### config.mk
export PLATFORM = sky130hd
export DESIGN_NAME = multi_cycle_control
export DESIGN_NICKNAME = d
export VERILOG_FILES = /design/src/rtl/multi_cycle_control.sv
export SDC_FILE = /design/constraint.sdc
export NUM_CORES = 1
export LEC_CHECK = 0
export BUFFER_PORTS_ARGS = -buffer_cell sky130_fd_sc_hd__buf_2
export CORE_MARGIN = 3
export CORE_UTILIZATION = 50
export DETAILED_ROUTE_END_ITERATION = 10
export PLACE_DENSITY_LB_ADDON = 0.05
export REMOVE_ABC_BUFFERS = 1
export SETUP_SLACK_MARGIN = 0.1
export SYNTH_ARGS = -nofsm -noshare
export SYNTH_HDL_FRONTEND = slang
export SYNTH_SLANG_ARGS = --single-unit
### constraint.sdc
create_clock -name clk -period 2.1 [get_ports clk]
set_input_delay 0.105 -clock clk [delete_from_list [all_inputs] [get_ports clk]]
set_output_delay 0.105 -clock clk [all_outputs]
set_load 0.05 [all_outputs]
### src/rtl/multi_cycle_control.sv
// Main control FSM for the multi-cycle MIPS CPU: sequences fetch/decode/execute/mem/write-back
// and drives every datapath select and strobe from the registered state.
module multi_cycle_control (
    input  logic       clk,
    input  logic       rst,
    input  logic [5:0] opcode,
    input  logic       mem_ready,
    output logic       PCWrite,
    output logic       PCWriteCond,
    output logic       BranchNe,
    output logic       IorD,
    output logic       MemRead,
    output logic       MemWrite,
    output logic       IRWrite,
    output logic       MemtoReg,
    output logic       RegDst,
    output logic       RegWrite,
    output logic       ALUSrcA,
    output logic [1:0] ALUSrcB,
    output logic [1:0] ALUOp,
    output logic [1:0] PCSource,
    output logic       instr_done,
    output logic       illegal_op,
    output logic [3:0] state
);
    localparam logic [5:0] OP_RTYPE = 6'h00, OP_LW   = 6'h23, OP_SW   = 6'h2B,
                           OP_BEQ   = 6'h04, OP_BNE  = 6'h05, OP_J    = 6'h02,
                           OP_ADDI  = 6'h08, OP_SLTI = 6'h0A, OP_ORI  = 6'h0D,
                           OP_XORI  = 6'h0E, OP_LUI  = 6'h0F;

    typedef enum logic [3:0] {
        S_RESET  = 4'd0,  S_FETCH = 4'd1,  S_DECODE = 4'd2,  S_MEMADR = 4'd3,
        S_MEMRD  = 4'd4,  S_MEMWB = 4'd5,  S_MEMWR  = 4'd6,  S_EXEC   = 4'd7,
        S_RWB    = 4'd8,  S_BRANCH = 4'd9, S_JUMP   = 4'd10, S_IEXEC  = 4'd11,
        S_IWB    = 4'd12
    } state_t;

    state_t cur;
    assign state = cur;

    always_ff @(posedge clk) begin
        if (rst) begin
            cur <= S_RESET;
        end else begin
            case (cur)
                S_RESET:  cur <= S_FETCH;
                S_FETCH:  if (mem_ready) cur <= S_DECODE;
                S_DECODE: begin
                    case (opcode)
                        OP_LW, OP_SW:     cur <= S_MEMADR;
                        OP_RTYPE:         cur <= S_EXEC;
                        OP_BEQ, OP_BNE:   cur <= S_BRANCH;
                        OP_J:             cur <= S_JUMP;
                        OP_ADDI, OP_SLTI, OP_ORI, OP_XORI, OP_LUI: cur <= S_IEXEC;
                        default:          cur <= S_FETCH;
                    endcase
                end
                S_MEMADR: cur <= (opcode == OP_SW) ? S_MEMWR : S_MEMRD;
                S_MEMRD:  if (mem_ready) cur <= S_MEMWB;
                S_MEMWR:  if (mem_ready) cur <= S_FETCH;
                S_EXEC:   cur <= S_RWB;
                S_IEXEC:  cur <= S_IWB;
                S_MEMWB, S_RWB, S_BRANCH, S_JUMP, S_IWB: cur <= S_FETCH;
                default:  cur <= S_RESET;
            endcase
        end
    end

    always_comb begin
        PCWrite     = 1'b0;
        PCWriteCond = 1'b0;
        BranchNe    = 1'b0;
        IorD        = 1'b0;
        MemRead     = 1'b0;
        MemWrite    = 1'b0;
        IRWrite     = 1'b0;
        MemtoReg    = 1'b0;
        RegDst      = 1'b0;
        RegWrite    = 1'b0;
        ALUSrcA     = 1'b0;
        ALUSrcB     = 2'b00;
        ALUOp       = 2'b00;
        PCSource    = 2'b00;
        instr_done  = 1'b0;
        illegal_op  = 1'b0;
        case (cur)
            S_FETCH: begin
                // IR and PC load only on the completing cycle so a stalled fetch pulses once
                MemRead = 1'b1;
                ALUSrcB = 2'b01;
                IRWrite = mem_ready;
                PCWrite = mem_ready;
            end
            S_DECODE: begin
                ALUSrcB = 2'b11;
                case (opcode)
                    OP_RTYPE, OP_LW, OP_SW, OP_BEQ, OP_BNE, OP_J,
                    OP_ADDI, OP_SLTI, OP_ORI, OP_XORI, OP_LUI: illegal_op = 1'b0;
                    default: illegal_op = 1'b1;
                endcase
            end
            S_MEMADR: begin
                ALUSrcA = 1'b1;
                ALUSrcB = 2'b10;
            end
            S_MEMRD: begin
                MemRead = 1'b1;
                IorD    = 1'b1;
            end
            S_MEMWB: begin
                RegWrite   = 1'b1;
                MemtoReg   = 1'b1;
                instr_done = 1'b1;
            end
            S_MEMWR: begin
                MemWrite   = 1'b1;
                IorD       = 1'b1;
                instr_done = mem_ready;
            end
            S_EXEC: begin
                ALUSrcA = 1'b1;
                ALUOp   = 2'b10;
            end
            S_RWB: begin
                RegWrite   = 1'b1;
                RegDst     = 1'b1;
                instr_done = 1'b1;
            end
            S_BRANCH: begin
                ALUSrcA     = 1'b1;
                ALUOp       = 2'b01;
                PCWriteCond = 1'b1;
                PCSource    = 2'b01;
                BranchNe    = (opcode == OP_BNE);
                instr_done  = 1'b1;
            end
            S_JUMP: begin
                PCWrite    = 1'b1;
                PCSource   = 2'b10;
                instr_done = 1'b1;
            end
            S_IEXEC: begin
                ALUSrcA = 1'b1;
                ALUSrcB = 2'b10;
                ALUOp   = (opcode == OP_ADDI) ? 2'b00 : 2'b11;
            end
            S_IWB: begin
                RegWrite   = 1'b1;
                instr_done = 1'b1;
            end
            default: ;
        endcase
    end
endmodule

# Yosys cells after proc, flatten, opt, wreduce, memory -nomap -nowiden
# Index checks and enable logic that the tools add are counted.
[classes]
mux = 24
eq_ne = 25
reduce_logical = 14
[op_table]
columns = ["op", "count"]
rows = [
  ["case mux 4 bit (8 select lines)", 1],
  ["== test 6 x 4 -> 1 bit, second input constant", 5],
  ["== test 4 bit, second input constant", 5],
  ["case mux 4 bit (5 select lines)", 1],
  ["== test 4 x 3 -> 1 bit, second input constant", 4],
  ["== test 6 x 3 -> 1 bit, second input constant", 2],
  ["== test 6 bit, second input constant", 2],
  ["two-way mux 1 bit", 12],
  ["two-way mux 4 bit", 3],
  ["case mux 2 bit (3 select lines)", 2],
  ["OR reduction 11 bit", 1],
  ["OR reduction 2 bit", 5],
  ["OR reduction 5 bit", 2],
  ["== test 4 x 2 -> 1 bit, second input constant", 2],
  ["== test 6 x 2 -> 1 bit, second input constant", 1],
  ["zero test 6 bit", 1],
  ["inequality test 2 bit, second input constant", 3],
  ["OR reduction 6 bit", 1],
  ["== test 4 x 1 -> 1 bit, second input constant", 1],
  ["zero test 4 bit", 1],
  ["two-way mux 2 bit", 2],
  ["case mux 1 bit (2 select lines)", 2],
  ["case mux 2 bit (2 select lines)", 1],
  ["OR reduction 4 bit", 1],
  ["2 further kinds", 2],
]
[totals]
regBits = 4
word_cells = 64
in_bits = 9

# Depth between registers and ports, before layout
# Gate-level depths: netlist of the first run.
[logic_depth]
ltp_word = 4
mapped_depth = 6
mapped_depth_nobuf = 4

# Worst setup path before layout of the first run
# No wires, ideal clock.
[synth_timing]
kind = "reg-to-output"
from = "register cur[3] (netlist: state[3])"
to = "output illegal_op"
path_slack_ns = -0.552
required_ns = 1.995
t_arrival_ns = 2.547
stages_incl_launch_ff = 5
path_cell_list = "dfxtp_1 buf_4 nand2b_4 nand2b_1 nor4_1"
[synth_between]
elab_chain_cells = 2
[synth_lines]
columns = ["element", "line_no", "source"]
rows = [
  ["start, declared", "38", "state_t cur;"],
  ["start signal, assigned", "58", "S_MEMADR: cur <= (opcode == OP_SW) ? S_MEMWR : S_MEMRD;"],
  ["== test 4 x 2 -> 1 bit", "86", "case (cur)"],
  ["two-way mux 1 bit", "86", ""],
  ["end, declared", "23", "output logic illegal_op,"],
]
# No other way between the ends.

# Final worst setup path of the first run
[layout_timing]
from = "register cur[3] (netlist: state[3])"
to = "output PCWrite"
[layout_between]
elab_chain_cells = 2
elab_cells_between_ends = 3
classes_between = "eq/ne: 2; mux: 1"
[layout_lines]
columns = ["element", "line_no", "source"]
rows = [
  ["== test 4 bit / == test 4 x 1 -> 1 bit (equally long branches)", "86", ""],
  ["case mux 1 bit (2 select lines) *", "86", ""],
  ["end, declared", "8", "output logic PCWrite,"],
]
# Mark *: on every way between the ends. The rest lies on a longest branch, timed or not.

==> results of run 1 <==
==> metal layers <==
metal	share of wire (%)	routed length, microns	vias up	GRT usage, %
met1	48	952	415	31.3
met3	6.9	139	2	4.07
li1	-	-	445	-
met5	0	0	-	0
met4	0.70	14	0	4.82
met2	45	897	37	32.8
==> through the flow <==
stage / power [mW] / TNS (ns) / cells / cell area (sq um)
2_1_floorplan: 0.442 / -3.95 / 98 / 642
3_3_place_gp: 0.550 / 0 / 146 / 831
3_5_place_dp: 0.554 / 0 / 146 / 831
4_1_cts: 0.656 / 0 / 149 / 853
5_1_grt: 0.697 / 0 / 149 / 855
6_report: 0.658 / 0 / 149 / 855
==> report_power, final <==
| part | switching (mW) | total [mW] | internal [mW] |
|---|---|---|---|
| sequential | 0.0461 | 0.135 | 0.0891 |
| clock | 0.0370 | 0.101 | 0.0643 |
| combinational | 0.300 | 0.421 | 0.121 |
| total | 0.383 | 0.658 | 0.275 |
==> layout by cell type, fill, tap and decap left out, types with 2 or more instances in the layout <==
cell,n
inv_1,2
a21oi_1,6
a21boi_0,2
and2b_2,2
nor3b_1,2
nand2b_1,4
a31oi_1,3
clkbuf_4,3
buf_2,31
buf_4,2
nor3_1,4
nor4_1,3
dfxtp_1,3
nor2_1,19
o21ai_0,11
nor2b_1,2
nand2_1,8
o211ai_1,2
o21a_1,2
nand4b_1,2
==> worst min-delay path by stage <==
stage / start / to / slack (ns) / cells past startpoint
after floorplan: rst / state[3]$_SDFFE_PP0P_ / 0.18 / 1
final: rst / state[3]$_SDFFE_PP0P_ / 0.10 / 2
after global routing: rst / state[3]$_SDFFE_PP0P_ / 0.13 / 2
after global placement: rst / state[3]$_SDFFE_PP0P_ / 0.35 / 2
after CTS: rst / state[3]$_SDFFE_PP0P_ / 0.1 / 2
after detailed placement: rst / state[3]$_SDFFE_PP0P_ / 0.35 / 2
==> critical path, cell delays in order, from the launching register on <==
cell and delay (ns):
dfxtp_1 0.65, nor2_1 0.21, nand2_1 0.13, nor2_1 0.05, or2_2 0.28, buf_2 0.21
==> cells in the mapped netlist, types with 2 or more instances <==
cell / number
a21oi_1: 6
nor3b_1: 2
o21a_1: 2
a21boi_0: 2
and2b_2: 2
dfxtp_1: 4
buf_4: 3
nand4b_1: 2
buf_6: 2
nor2b_1: 2
nor2_1: 19
nor4_1: 3
o211ai_1: 2
nor3_1: 4
nand2b_1: 4
a31oi_1: 3
clkbuf_8: 3
inv_1: 2
nand2_1: 8
o21ai_0: 11
==> final cells by class <==
type                            instances  area, sq um  area share (%)
Clock buffer                            3         22.5            2.64
Inverter                                2         7.51           0.878
Multi-Input combinational cell         92          554            64.9
Sequential cell                         4         81.3            9.52
Tap cell                               15         18.8            2.20
Timing Repair Buffer                   33          170            19.9
==> cells by family (layout without fill, tap and decap cells) <==
logic type	Yosys count	in the layout	synth area share, %
compound gates	33	33	29.5
buf+inv	12	38	13.9
flops	4	4	10.9
simple gates	59	59	45.7
==> flow_summary.json, run 1 <==
{
  "largest_reg_flops": 4,
  "grt_overflow": 0,
  "crit_start": "state[3]$_SDFFE_PP0P_",
  "cp-start-kind": "flip-flop",
  "cts_hold_buf": 0,
  "netlist_area_sq_um": 737,
  "grt_first_pass_wirelength_microns": 3320,
  "holdWs_ns": 0.100,
  "synth_flop_cell": "dfxtp_1",
  "crit_required_ns": 2.00,
  "clk_latency_ns": 0.24,
  "synth_top_area_share_pct": 10.9,
  "antenna_found_initial": 0,
  "cts_made_buffers": 3,
  "skew_ns": 0.00265,
  "powerDensity_nw_per_um2": 770,
  "rows": 13,
  "areaGrowthSynthToFinish_pct": 16.0,
  "track_usage_pct": 21.6,
  "yosysUniqueCellTypes": 42,
  "reg2reg_from": "state[3]$_SDFFE_PP0P_",
  "drc": 0,
  "rsz0062_at_grt": "no",
  "num-nets-final": 145,
  "outcome": "completed",
  "clock_path_buffers": 2,
  "dieWidth_microns": 44.4,
  "h-tree-depth": 1,
  "drt_wl_total_microns": 2000,
  "first_pass_iters": 6,
  "critPathKind": "reg2out",
  "yosysWarnings": 0,
  "grt_max_degree": 22,
  "netlist_instances": 108,
  "diodes": 0,
  "vias": 899,
  "p_leak_nw": 0.385,
  "root_buffer": "clkbuf_4",
  "r2r_cells": 4,
  "r2r_slack_ns": 0.50,
  "seq_area_frac_synth_pct": 10.9,
  "antenna_left": 0,
  "die_h_microns": 44.4,
  "drive_gt1_share_pct": 35.8,
  "finalHoldViolCount": 0,
  "ioPinCount": 32,
  "fin_crit_sh_pct": 89.5,
  "grt_pass1_vias": 737,
  "vdd_drop_max_mv": 0.316,
  "routed_via_density": 6.03,
  "final_max_slew_viol_count": 0,
  "start_util_pct": 55.3,
  "place_ws_ns": 0.373,
  "cts_setup_buffers": 0,
  "cts.sinks": 4,
  "setup_viol": 0,
  "coreArea_sq_um": 1330,
  "path_max_fanout": 19,
  "critPathCapture": "PCWrite",
  "cts_tree": "done",
  "synth-edff-count": 0,
  "r2r_end": "state[0]$_SDFFE_PP0P_",
  "dr.first_iter.drc_count": 23,
  "yosysTopAreaCell": "dfxtp_1",
  "arrival_ns": 1.77,
  "io_buffers": 31,
  "cp-end-kind": "output pin",
  "cts_resized": 0,
  "syn_area_per_cell_sq_um": 6.82,
  "max_slew_margin_pct": 63.7,
  "routabilityCongestion": 0.845,
  "post-dp-hpwl_microns": 1520,
  "fill_cells": 144,
  "drv_cap": 0,
  "final_core_util_pct": 64.1,
  "fmax_ghz": 0.532,
  "clkTransAtPathRegs_ns": 0.04,
  "worst_pin_slew_ns": 0.543,
  "synth_area_leaders": "dfxtp_1 (11%), nor2_1 (9.7%), o21ai_0 (7.5%)",
  "finalWorstSetupSlack_ns": 0.220,
  "wl_per_cell_microns": 13.4,
  "synth_seq_cells": 4,
  "async_flop_share_pct": 0,
  "fin_crit_ns": 1.88,
  "die_area_sq_um": 1970,
  "hold_path_class": "in2reg"
}
Power figures use the tool's default switching activity.
==> inputs of run 2 (changes only) <==
PLACE_DENSITY = 0.93   (was default)
PLACE_DENSITY_LB_ADDON = default   (was 0.05)
==> run 2 against run 1 <==
Compared with the run above:
- sequential share of layout area rose by 0.13 points
- register-to-register slack improved by 0.09 ns
- sequential power fell by 3%
- clock power barely moved
- flip-flop and latch count did not move
- combinational power barely moved
- highest routed layer unchanged
==> flow_summary.json, run 2 (synthesized netlist as in run 1, its figures left out) <==
{
  "routed_via_density": 6.20,
  "holdWs_ns": 0.0892,
  "io_buffers": 31,
  "ioPinCount": 32,
  "skew_ns": 0.00261,
  "drc": 0,
  "routabilityCongestion": 0.899,
  "drive_gt1_share_pct": 36.6,
  "post-dp-hpwl_microns": 1480,
  "num-nets-final": 145,
  "grt_overflow": 0,
  "outcome": "completed",
  "antenna_left": 0,
  "max_slew_margin_pct": 75.9,
  "vdd_drop_max_mv": 0.284,
  "dieWidth_microns": 44.4,
  "root_buffer": "clkbuf_4",
  "die_area_sq_um": 1970,
  "cts.sinks": 4,
  "die_h_microns": 44.4,
  "finalHoldViolCount": 0,
  "cts_hold_buf": 0,
  "final_max_slew_viol_count": 0,
  "cts_tree": "done",
  "areaGrowthSynthToFinish_pct": 16.1,
  "stdcell_count": 149,
  "clkTransAtPathRegs_ns": 0.04,
  "cp-end-kind": "output pin",
  "rows": 13,
  "grt_pass1_vias": 771,
  "place_ws_ns": 0.415,
  "cp-start-kind": "flip-flop",
  "place_inst": 146,
  "p_leak_nw": 0.385,
  "grt_max_degree": 22,
  "cts_made_buffers": 3,
  "drv_cap": 0,
  "path_max_fanout": 9,
  "diodes": 0,
  "largest_reg_flops": 4,
  "clock_path_buffers": 2,
  "start_util_pct": 55.3,
  "fin_crit_sh_pct": 82.4,
  "rsz0062_at_grt": "no",
  "worst_pin_slew_ns": 0.362,
  "track_usage_pct": 22.5,
  "critPathKind": "reg2out",
  "hold_path_class": "in2reg",
  "finalWorstSetupSlack_ns": 0.369,
  "arrival_ns": 1.63,
  "fmax_ghz": 0.578,
  "wl_per_cell_microns": 13.2,
  "first_pass_iters": 4,
  "h-tree-depth": 1,
  "coreArea_sq_um": 1330,
  "powerDensity_nw_per_um2": 767,
  "clk_latency_ns": 0.24,
  "grt_first_pass_wirelength_microns": 3290,
  "fin_crit_ns": 1.73,
  "dr.first_iter.drc_count": 34,
  "final_core_util_pct": 64.2,
  "setup_viol": 0,
  "final_common_cell": "buf_2",
  "antenna_found_initial": 0,
  "fill_cells": 128,
  "vias": 924,
  "final_cell_mix": "buf_2 (31), nor2_1 (19), o21ai_0 (11)",
  "crit_required_ns": 2.00,
  "drt_wl_total_microns": 1960
}
==> run 2: cell counts in the layout (fill, tap and decap cells not counted) <==
No cell type changed its count.
==> run 2: what timing repair did <==
item | 4_1_cts | 5_1_grt
resized for setup | 0 | 2
setup buffers | 0 | 0
endpoints found under the setup margin | 0 | 6
==> run 2: cell type report <==
cell class                 count  area, sq um  area share, %
inverter                       2         7.51          0.877
tap                           15         18.8           2.19
sequential                     4         82.6           9.65
multi-input combinational     92          554           64.8
clock buffer                   3         22.5           2.63
timing repair buffer          33          170           19.9
==> run 2: through the flow <==
| step | total power [mW] | instance area, sq um | TNS (ns) |
|---|---|---|---|
| floorplan | 0.442 | 642 | -3.95 |
| global placement | 0.540 | 831 | 0 |
| detailed placement | 0.549 | 831 | 0 |
| CTS | 0.655 | 853 | 0 |
| global route | 0.701 | 856 | 0 |
| finish | 0.656 | 856 | 0 |
==> run 2: final timing paths <==
| kind | slack (ns) | depth (start not counted) | from | to |
|---|---|---|---|---|
| hold / removal | 0.09 | 2 | rst | state[3]$_SDFFE_PP0P_ |
| hold reg to reg | 0.65 | 1 | state[3]$_SDFFE_PP0P_ | state[1]$_SDFFE_PP0P_ |
| setup reg to reg | 0.59 | 4 | state[1]$_SDFFE_PP0P_ | state[0]$_SDFFE_PP0P_ |
| setup / recovery | 0.37 | 5 | state[1]$_SDFFE_PP0P_ | PCWrite |
==> run 2: per-layer routing <==
layer / vias up / global-route usage (%) / wire (microns)
li1: 449 / - / -
met1: 415 / 28.7 / 803
met2: 55 / 36.0 / 928
met3: 5 / 2.85 / 187
met4: 0 / 12.7 / 42
met5: - / 0 / 0
==> run 2: report_power, final <==
part / switching (mW) / leakage [nW] / internal (mW)
Combinational: 0.302 / 0.338 / 0.122
Sequential: 0.0413 / 0.0334 / 0.0893
Clock: 0.0375 / 0.0138 / 0.0643
==> run 2: worst max-delay path: stages (launching register included) <==
cell and delay [ns]:
dfxtp_1 0.53, nor2_1 0.17, nand2_1 0.13, nor2_1 0.06
or2_2 0.28, buf_2 0.21
